[src/rtl/rx_param_if.sv]
// Receiver-to-consumer word handshake: rx_po plus status, held until rx_data_ack.
// The receiver drives the master side; the link-layer consumer sits on the slave side.
interface rx_param_if #(
  parameter int DATA_BITS = 8
);
  logic [DATA_BITS-1:0] rx_po;
  logic                 rx_busy;
  logic                 rx_ready;
  logic                 rx_error;
  logic                 rx_parity_err;
  logic                 rx_overrun;
  logic                 rx_data_ack;

  modport master (
    output rx_po,
    output rx_busy,
    output rx_ready,
    output rx_error,
    output rx_parity_err,
    output rx_overrun,
    input  rx_data_ack
  );

  modport slave (
    input  rx_po,
    input  rx_busy,
    input  rx_ready,
    input  rx_error,
    input  rx_parity_err,
    input  rx_overrun,
    output rx_data_ack
  );
endinterface

[src/rtl/rx_param.sv]
// Oversampled async serial receiver (MSB first); word held until acked, rx_ready 3 clk after last stop mid-bit.
// Optional RX_MAJORITY_VOTE_EN: 2-of-3 vote around each sample point, decision one clk later.
module rx_param #(
  parameter int DATA_BITS   = 8,
  parameter int OVERSAMPLE  = 8,
  parameter int PARITY_MODE = 0,
  parameter int STOP_BITS   = 1
) (
  input  logic       clk,
  input  logic       rst_n,
  input  logic       rx_si,
  rx_param_if.master rx
);

  localparam int CW = $clog2(OVERSAMPLE);
  localparam int IW = $clog2(DATA_BITS);
  localparam logic [CW-1:0] CNT_HALF = CW'(OVERSAMPLE / 2 - 1);
  localparam logic [CW-1:0] CNT_FULL = CW'(OVERSAMPLE - 1);
  localparam logic [IW-1:0] IDX_TOP  = IW'(DATA_BITS - 1);

  typedef enum logic [2:0] {
    S_IDLE,
    S_START,
    S_DATA,
    S_PARITY,
    S_STOP,
    S_COMMIT,
    S_WAIT_HIGH
  } state_t;

  state_t               state_q;
  logic                 sync1_q;
  logic                 sync2_q;
  logic                 prev_q;
  logic [CW-1:0]        cnt_q;
  logic [IW-1:0]        idx_q;
  logic                 stop_idx_q;
  logic [DATA_BITS-1:0] shift_q;
  logic                 xor_q;
  logic                 ferr_q;
  logic                 perr_q;
  logic [DATA_BITS-1:0] po_q;
  logic                 busy_q;
  logic                 ready_q;
  logic                 error_q;
  logic                 parerr_q;
  logic                 ovr_q;

  logic                 start_det;
  logic                 sampling;
  logic                 strobe;
  logic                 smp_vld;
  logic                 smp_bit;
  logic                 par_mismatch;
  logic                 commit_ok;
  logic [DATA_BITS-1:0] shift_d;

  assign start_det    = prev_q & ~sync2_q;
  assign sampling     = (state_q == S_START) || (state_q == S_DATA) ||
                        (state_q == S_PARITY) || (state_q == S_STOP);
  assign strobe       = sampling && (cnt_q == '0);
  assign shift_d      = {shift_q[DATA_BITS-2:0], smp_bit};
  assign par_mismatch = (PARITY_MODE == 2) ? ~(xor_q ^ smp_bit) : (xor_q ^ smp_bit);
  assign commit_ok    = ~ready_q | rx.rx_data_ack;

`ifdef RX_MAJORITY_VOTE_EN
  logic vote1_q;
  logic vote0_q;
  logic pend_q;

  // Third vote is the live synchronised line in the cycle after the strobe.
  assign smp_vld = pend_q;
  assign smp_bit = (vote1_q & vote0_q) | (vote1_q & sync2_q) | (vote0_q & sync2_q);

  always_ff @(posedge clk or negedge rst_n) begin
    if (!rst_n) begin
      vote1_q <= 1'b1;
      vote0_q <= 1'b1;
      pend_q  <= 1'b0;
    end else begin
      if (sampling && (cnt_q == CW'(1))) vote1_q <= sync2_q;
      if (strobe) vote0_q <= sync2_q;
      pend_q <= strobe;
    end
  end
`else
  assign smp_vld = strobe;
  assign smp_bit = sync2_q;
`endif

  always_ff @(posedge clk or negedge rst_n) begin
    if (!rst_n) begin
      state_q    <= S_IDLE;
      sync1_q    <= 1'b1;
      sync2_q    <= 1'b1;
      prev_q     <= 1'b1;
      cnt_q      <= '0;
      idx_q      <= '0;
      stop_idx_q <= 1'b0;
      shift_q    <= '0;
      xor_q      <= 1'b0;
      ferr_q     <= 1'b0;
      perr_q     <= 1'b0;
      po_q       <= '0;
      busy_q     <= 1'b0;
      ready_q    <= 1'b0;
      error_q    <= 1'b0;
      parerr_q   <= 1'b0;
      ovr_q      <= 1'b0;
    end else begin
      sync1_q <= rx_si;
      sync2_q <= sync1_q;
      prev_q  <= sync2_q;

      // Free-running bit timer while a frame is in flight; the vote path reuses it.
      if (sampling) cnt_q <= (cnt_q == '0) ? CNT_FULL : cnt_q - CW'(1);

      if (rx.rx_data_ack && ready_q) begin
        ready_q  <= 1'b0;
        error_q  <= 1'b0;
        parerr_q <= 1'b0;
        ovr_q    <= 1'b0;
      end

      case (state_q)
        S_IDLE: begin
          if (start_det) begin
            state_q <= S_START;
            cnt_q   <= CNT_HALF;
            busy_q  <= 1'b1;
            xor_q   <= 1'b0;
            ferr_q  <= 1'b0;
            perr_q  <= 1'b0;
          end
        end
        S_START: begin
          if (smp_vld) begin
            if (smp_bit) begin
              state_q <= S_IDLE;
              busy_q  <= 1'b0;
            end else begin
              state_q <= S_DATA;
              idx_q   <= IDX_TOP;
            end
          end
        end
        S_DATA: begin
          if (smp_vld) begin
            shift_q <= shift_d;
            xor_q   <= xor_q ^ smp_bit;
            if (idx_q == '0) begin
              state_q    <= (PARITY_MODE != 0) ? S_PARITY : S_STOP;
              stop_idx_q <= 1'b0;
            end else begin
              idx_q <= idx_q - IW'(1);
            end
          end
        end
        S_PARITY: begin
          if (smp_vld) begin
            perr_q  <= par_mismatch;
            state_q <= S_STOP;
          end
        end
        S_STOP: begin
          if (smp_vld) begin
            if (!smp_bit) ferr_q <= 1'b1;
            if (stop_idx_q == 1'(STOP_BITS - 1)) state_q <= S_COMMIT;
            else stop_idx_q <= 1'b1;
          end
        end
        S_COMMIT: begin
          busy_q <= 1'b0;
          // A commit overrides a coincident ack; a held word makes the new frame an overrun.
          if (commit_ok) begin
            po_q     <= shift_q;
            ready_q  <= 1'b1;
            error_q  <= ferr_q;
            parerr_q <= perr_q;
            ovr_q    <= 1'b0;
          end else begin
            ovr_q <= 1'b1;
          end
          if (ferr_q) begin
            state_q <= S_WAIT_HIGH;
            cnt_q   <= CNT_FULL;
          end else begin
            state_q <= S_IDLE;
          end
        end
        S_WAIT_HIGH: begin
          // Break rejection: need a full bit time of continuous high before re-arming.
          if (!sync2_q) cnt_q <= CNT_FULL;
          else if (cnt_q == '0) state_q <= S_IDLE;
          else cnt_q <= cnt_q - CW'(1);
        end
        default: state_q <= S_IDLE;
      endcase
    end
  end

  assign rx.rx_po         = po_q;
  assign rx.rx_busy       = busy_q;
  assign rx.rx_ready      = ready_q;
  assign rx.rx_error      = error_q;
  assign rx.rx_parity_err = parerr_q;
  assign rx.rx_overrun    = ovr_q;

endmodule

[src/flat_wrapper.sv]
// flat-port wrapper written by rule: the top's interface ports become plain ports
module rx_param_flat 
#(
  parameter int DATA_BITS   = 8,
  parameter int OVERSAMPLE  = 8,
  parameter int PARITY_MODE = 0,
  parameter int STOP_BITS   = 1
)
  (clk, rst_n, rx_si, rx_rx_po, rx_rx_busy, rx_rx_ready, rx_rx_error, rx_rx_parity_err, rx_rx_overrun, rx_rx_data_ack);
  rx_param_if #(.DATA_BITS(DATA_BITS)) rx_i ();
  input  logic clk;
  input  logic rst_n;
  input  logic rx_si;
  output wire logic [$bits(rx_i.rx_po)-1:0] rx_rx_po;
  output wire logic [$bits(rx_i.rx_busy)-1:0] rx_rx_busy;
  output wire logic [$bits(rx_i.rx_ready)-1:0] rx_rx_ready;
  output wire logic [$bits(rx_i.rx_error)-1:0] rx_rx_error;
  output wire logic [$bits(rx_i.rx_parity_err)-1:0] rx_rx_parity_err;
  output wire logic [$bits(rx_i.rx_overrun)-1:0] rx_rx_overrun;
  input wire logic [$bits(rx_i.rx_data_ack)-1:0] rx_rx_data_ack;
  assign rx_rx_po = rx_i.rx_po;
  assign rx_rx_busy = rx_i.rx_busy;
  assign rx_rx_ready = rx_i.rx_ready;
  assign rx_rx_error = rx_i.rx_error;
  assign rx_rx_parity_err = rx_i.rx_parity_err;
  assign rx_rx_overrun = rx_i.rx_overrun;
  assign rx_i.rx_data_ack = rx_rx_data_ack;
  rx_param #(.DATA_BITS(DATA_BITS), .OVERSAMPLE(OVERSAMPLE), .PARITY_MODE(PARITY_MODE), .STOP_BITS(STOP_BITS)) u_core (.clk(clk), .rst_n(rst_n), .rx_si(rx_si), .rx(rx_i));
endmodule
[config.mk]
export PLATFORM = sky130hd
export DESIGN_NAME = rx_param_flat
export DESIGN_NICKNAME = d
export VERILOG_FILES = /design/src/rtl/rx_param_if.sv /design/src/rtl/rx_param.sv /design/src/flat_wrapper.sv
export SDC_FILE = /design/constraint.sdc
export NUM_CORES = 1
export LEC_CHECK = 0
export CAP_MARGIN = 5
export CORE_UTILIZATION = 37
export CTS_CLUSTER_DIAMETER = 80
export DETAILED_ROUTE_END_ITERATION = 16
export MAX_ROUTING_LAYER = met4
export SYNTH_ARGS = -nofsm -noshare
export SYNTH_HDL_FRONTEND = slang
export SYNTH_SLANG_ARGS = --single-unit
[constraint.sdc]
create_clock -name clk -period 2 [get_ports clk]
set_input_delay 0.4 -clock clk [delete_from_list [all_inputs] [get_ports clk]]
set_output_delay 0.4 -clock clk [all_outputs]
set_load 0.02 [all_outputs]
==> impl_metrics.env <==
export IMPL_yosys_top_cells_count="dfrtp_1, mux2_2, nand2_1"
export IMPL_pin_count=17
export IMPL_die_h_um=74.4
export IMPL_clockBufferDepth=2
export IMPL_cts_hold_buf=0
export IMPL_worst_ep_required_time_ns=1.60
export IMPL_period_minus_slack_ns=1.74
export IMPL_syn_area_um2=1940
export IMPL_grt_pass1_vias=1341
export IMPL_leakagePower_nw=1.05
export IMPL_synth_largest_area_cell="dfrtp_1"
export IMPL_setup_tns_ns=0
export IMPL_cpLargestDelayFamily="buffers and inverters"
export IMPL_clk_latency_ns=0.28
export IMPL_clock_sinks=36
export IMPL_arrival_ns=1.34
export IMPL_worstPathMaxFanout=6
export IMPL_drc=0
export IMPL_final_antenna_net_count=0
export IMPL_setup_viol=0
export IMPL_grt_pass1_wl_um=6490
export IMPL_syn_to_final_growth_pct=16.8
export IMPL_cts_setup_buffers=0
export IMPL_ys_seq_area_share_pct=46.6
export IMPL_rsz0062_at_grt="false"
export IMPL_die_w_um=74.4
export IMPL_vdd_drop_max_v=0.000451
export IMPL_yosys_cell_count_top_type="dfrtp_1"
export IMPL_power_density_nw_per_um2=1350
export IMPL_finalNetCount=209
export IMPL_path_cells="clkdlybuf4s50_1"
export IMPL_ys_types=51
export IMPL_slew_viol_final=0
export IMPL_synth_area_per_cell_um2=10.8
export IMPL_max_cap_violations=0
export IMPL_grt_overflow=0
export IMPL_relSlewSlack_pct=63.2
export IMPL_ys_ff_latch=36
export IMPL_cts_root_buf="clkbuf_8"
export IMPL_finalCritPeriodShare_pct=87.1
export IMPL_synth_top_flop_cell="dfrtp_1"
export IMPL_grt_antenna_before_repair=0
export IMPL_yosysWarnings=0
export IMPL_power_mw=3.06
export IMPL_via_per_inst=5.14
export IMPL_critPathBufInv=1
export IMPL_synth_fp_nets=188
export IMPL_num_rows=26
export IMPL_synth_edff_count=0
export IMPL_core_um2=5070
export IMPL_groute_usage_overall_pct=16.2
export IMPL_start_util_pct=38.3
export IMPL_min_path_type="in -> async"
export IMPL_cts_buffers=5
export IMPL_hpwl_um=2700
export IMPL_grt_max_degree=37
export IMPL_io_buffers=16
export IMPL_drt_total_wl_um=3820
export IMPL_critPathKind="reg -> out"
export IMPL_vias=1398
export IMPL_synth_area_top_cells="dfrtp_1, mux2_2, dfstp_2"
export IMPL_die_area_um2=5540
export IMPL_cp_end_kind="output port"
export IMPL_max_slew_worst_pin_slew_ns=0.552
export IMPL_htreeDepth=2
export IMPL_antenna_cells=0
export IMPL_synth_top_area_share_pct=42.5
export IMPL_async_flop_share_pct=100
export IMPL_layout_drive_gt1_share_pct=21.8
export IMPL_syn_inst=180
export IMPL_crit_slowest_cell="clkdlybuf4s50_1"
export IMPL_slowest_delay_ns=0.63
export IMPL_drt_iter0_markers=59
export IMPL_hold_viol_final=0
export IMPL_gp_congestion=0.843
export IMPL_wl_per_cell_um=14.1
export IMPL_outcome="finished, final reports clean"
export IMPL_drt_pass1_iter_count=4
export IMPL_max_freq_mhz=574
export IMPL_cp_start_kind="flip-flop"
export IMPL_postCtsResizedCells=0
export IMPL_cts_tree="built"
export IMPL_finClkSkew_ns=0.00350
export IMPL_path_clk_slew_ns=0.07
export IMPL_fin_util_pct=44.7
[power by group]
group	leakage, nW	switching (mW)	internal [mW]	total (mW)
sequential	0.460	0.224	0.930	1.15
clock	0.0510	0.257	0.275	0.532
combinational	0.534	0.727	0.647	1.37
total	1.05	1.21	1.85	3.06
[sequential cells by signal (all words and copies together) (netlist names), 3 cells and up]
register	count
u_core.rx.rx_po	8
u_core.shift_q	8
u_core.cnt_q	3
u_core.idx_q	3
u_core.state_q	3
[worst paths after layout]
| path | startpoint | to | slack, ns | cells after the start |
|---|---|---|---|---|
| min in group clk | u_core.sync1_q | u_core.smp_bit | 0.36 | 0 |
| worst max-delay path | u_core.rx.rx_ready | rx_rx_ready | 0.26 | 1 |
| worst min register to register | u_core.sync1_q | u_core.smp_bit | 0.36 | 0 |
| worst max register to register | u_core.cnt_q[1] | u_core.state_q[1] | 0.27 | 7 |
| max in group asynchronous | rst_n | u_core.sync1_q | 1.50 | 2 |
| worst min-delay path | rst_n | u_core.rx.rx_po[5] | 0.14 | 2 |
[per-layer routing]
layer,wire [um],GRT usage (%),up-vias
li1,-,-,693
met4,53,6.29,0
met3,88,3.66,7
met2,1720,23.6,16
met5,0,-,-
met1,1960,21.7,682
[stage by stage]
step / std cells / area [um^2] / setup slack, ns / hold WS [ns]
after floorplan: 180 / 1940 / 0.395 / 0.104
after global placement: 264 / 2180 / 0.247 / 0.346
after detailed placement: 264 / 2180 / 0.223 / 0.348
after CTS: 272 / 2270 / 0.246 / 0.158
after global routing: 272 / 2270 / 0.141 / 0.190
final: 272 / 2270 / 0.258 / 0.145
[logic make-up (layout without fill, tap and decap cells)]
kind of cell               after synthesis  after routing  synth area share, %
AOI/OAI and AO/OA                       46             46                 16.2
DFF                                     36             36                 46.6
and+or+nand+nor                         56             56                 17.8
buffers and inverters                   19             41                 5.28
adders and majority gates                4              4                 2.58
xor gates and xnor gates                 2              2                 1.87
muxes                                   17             17                 9.73
[layout by cell type (no fill, tap or decap), types with 2 or more instances in the layout]
cell / count
a21oi_1: 6
a22oi_1: 4
a2bb2oi_1: 2
a31oi_1: 2
a32o_1: 2
buf_4: 8
clkbuf_8: 6
clkdlybuf4s50_1: 15
clkinv_2: 2
dfrtp_1: 33
dfstp_2: 3
ha_1: 4
inv_1: 9
mux2_2: 15
mux2i_1: 2
nand2_1: 14
nand2b_1: 6
nand3_1: 6
nand3b_1: 2
nor2_1: 7
nor2b_1: 4
nor3_1: 4
o211ai_1: 2
o21ai_0: 11
o21ai_1: 4
o31ai_1: 3
[layout make-up]
class | instances | area (um^2)
clock buffers | 6 | 82.6
clock inverters | 2 | 10.0
fillers | 516 | 2810
inverters | 9 | 33.8
multi-input cells | 125 | 935
flip-flops and latches | 36 | 905
well taps | 70 | 87.6
repair buffers | 24 | 215
(Power assumes the default switching activity.)
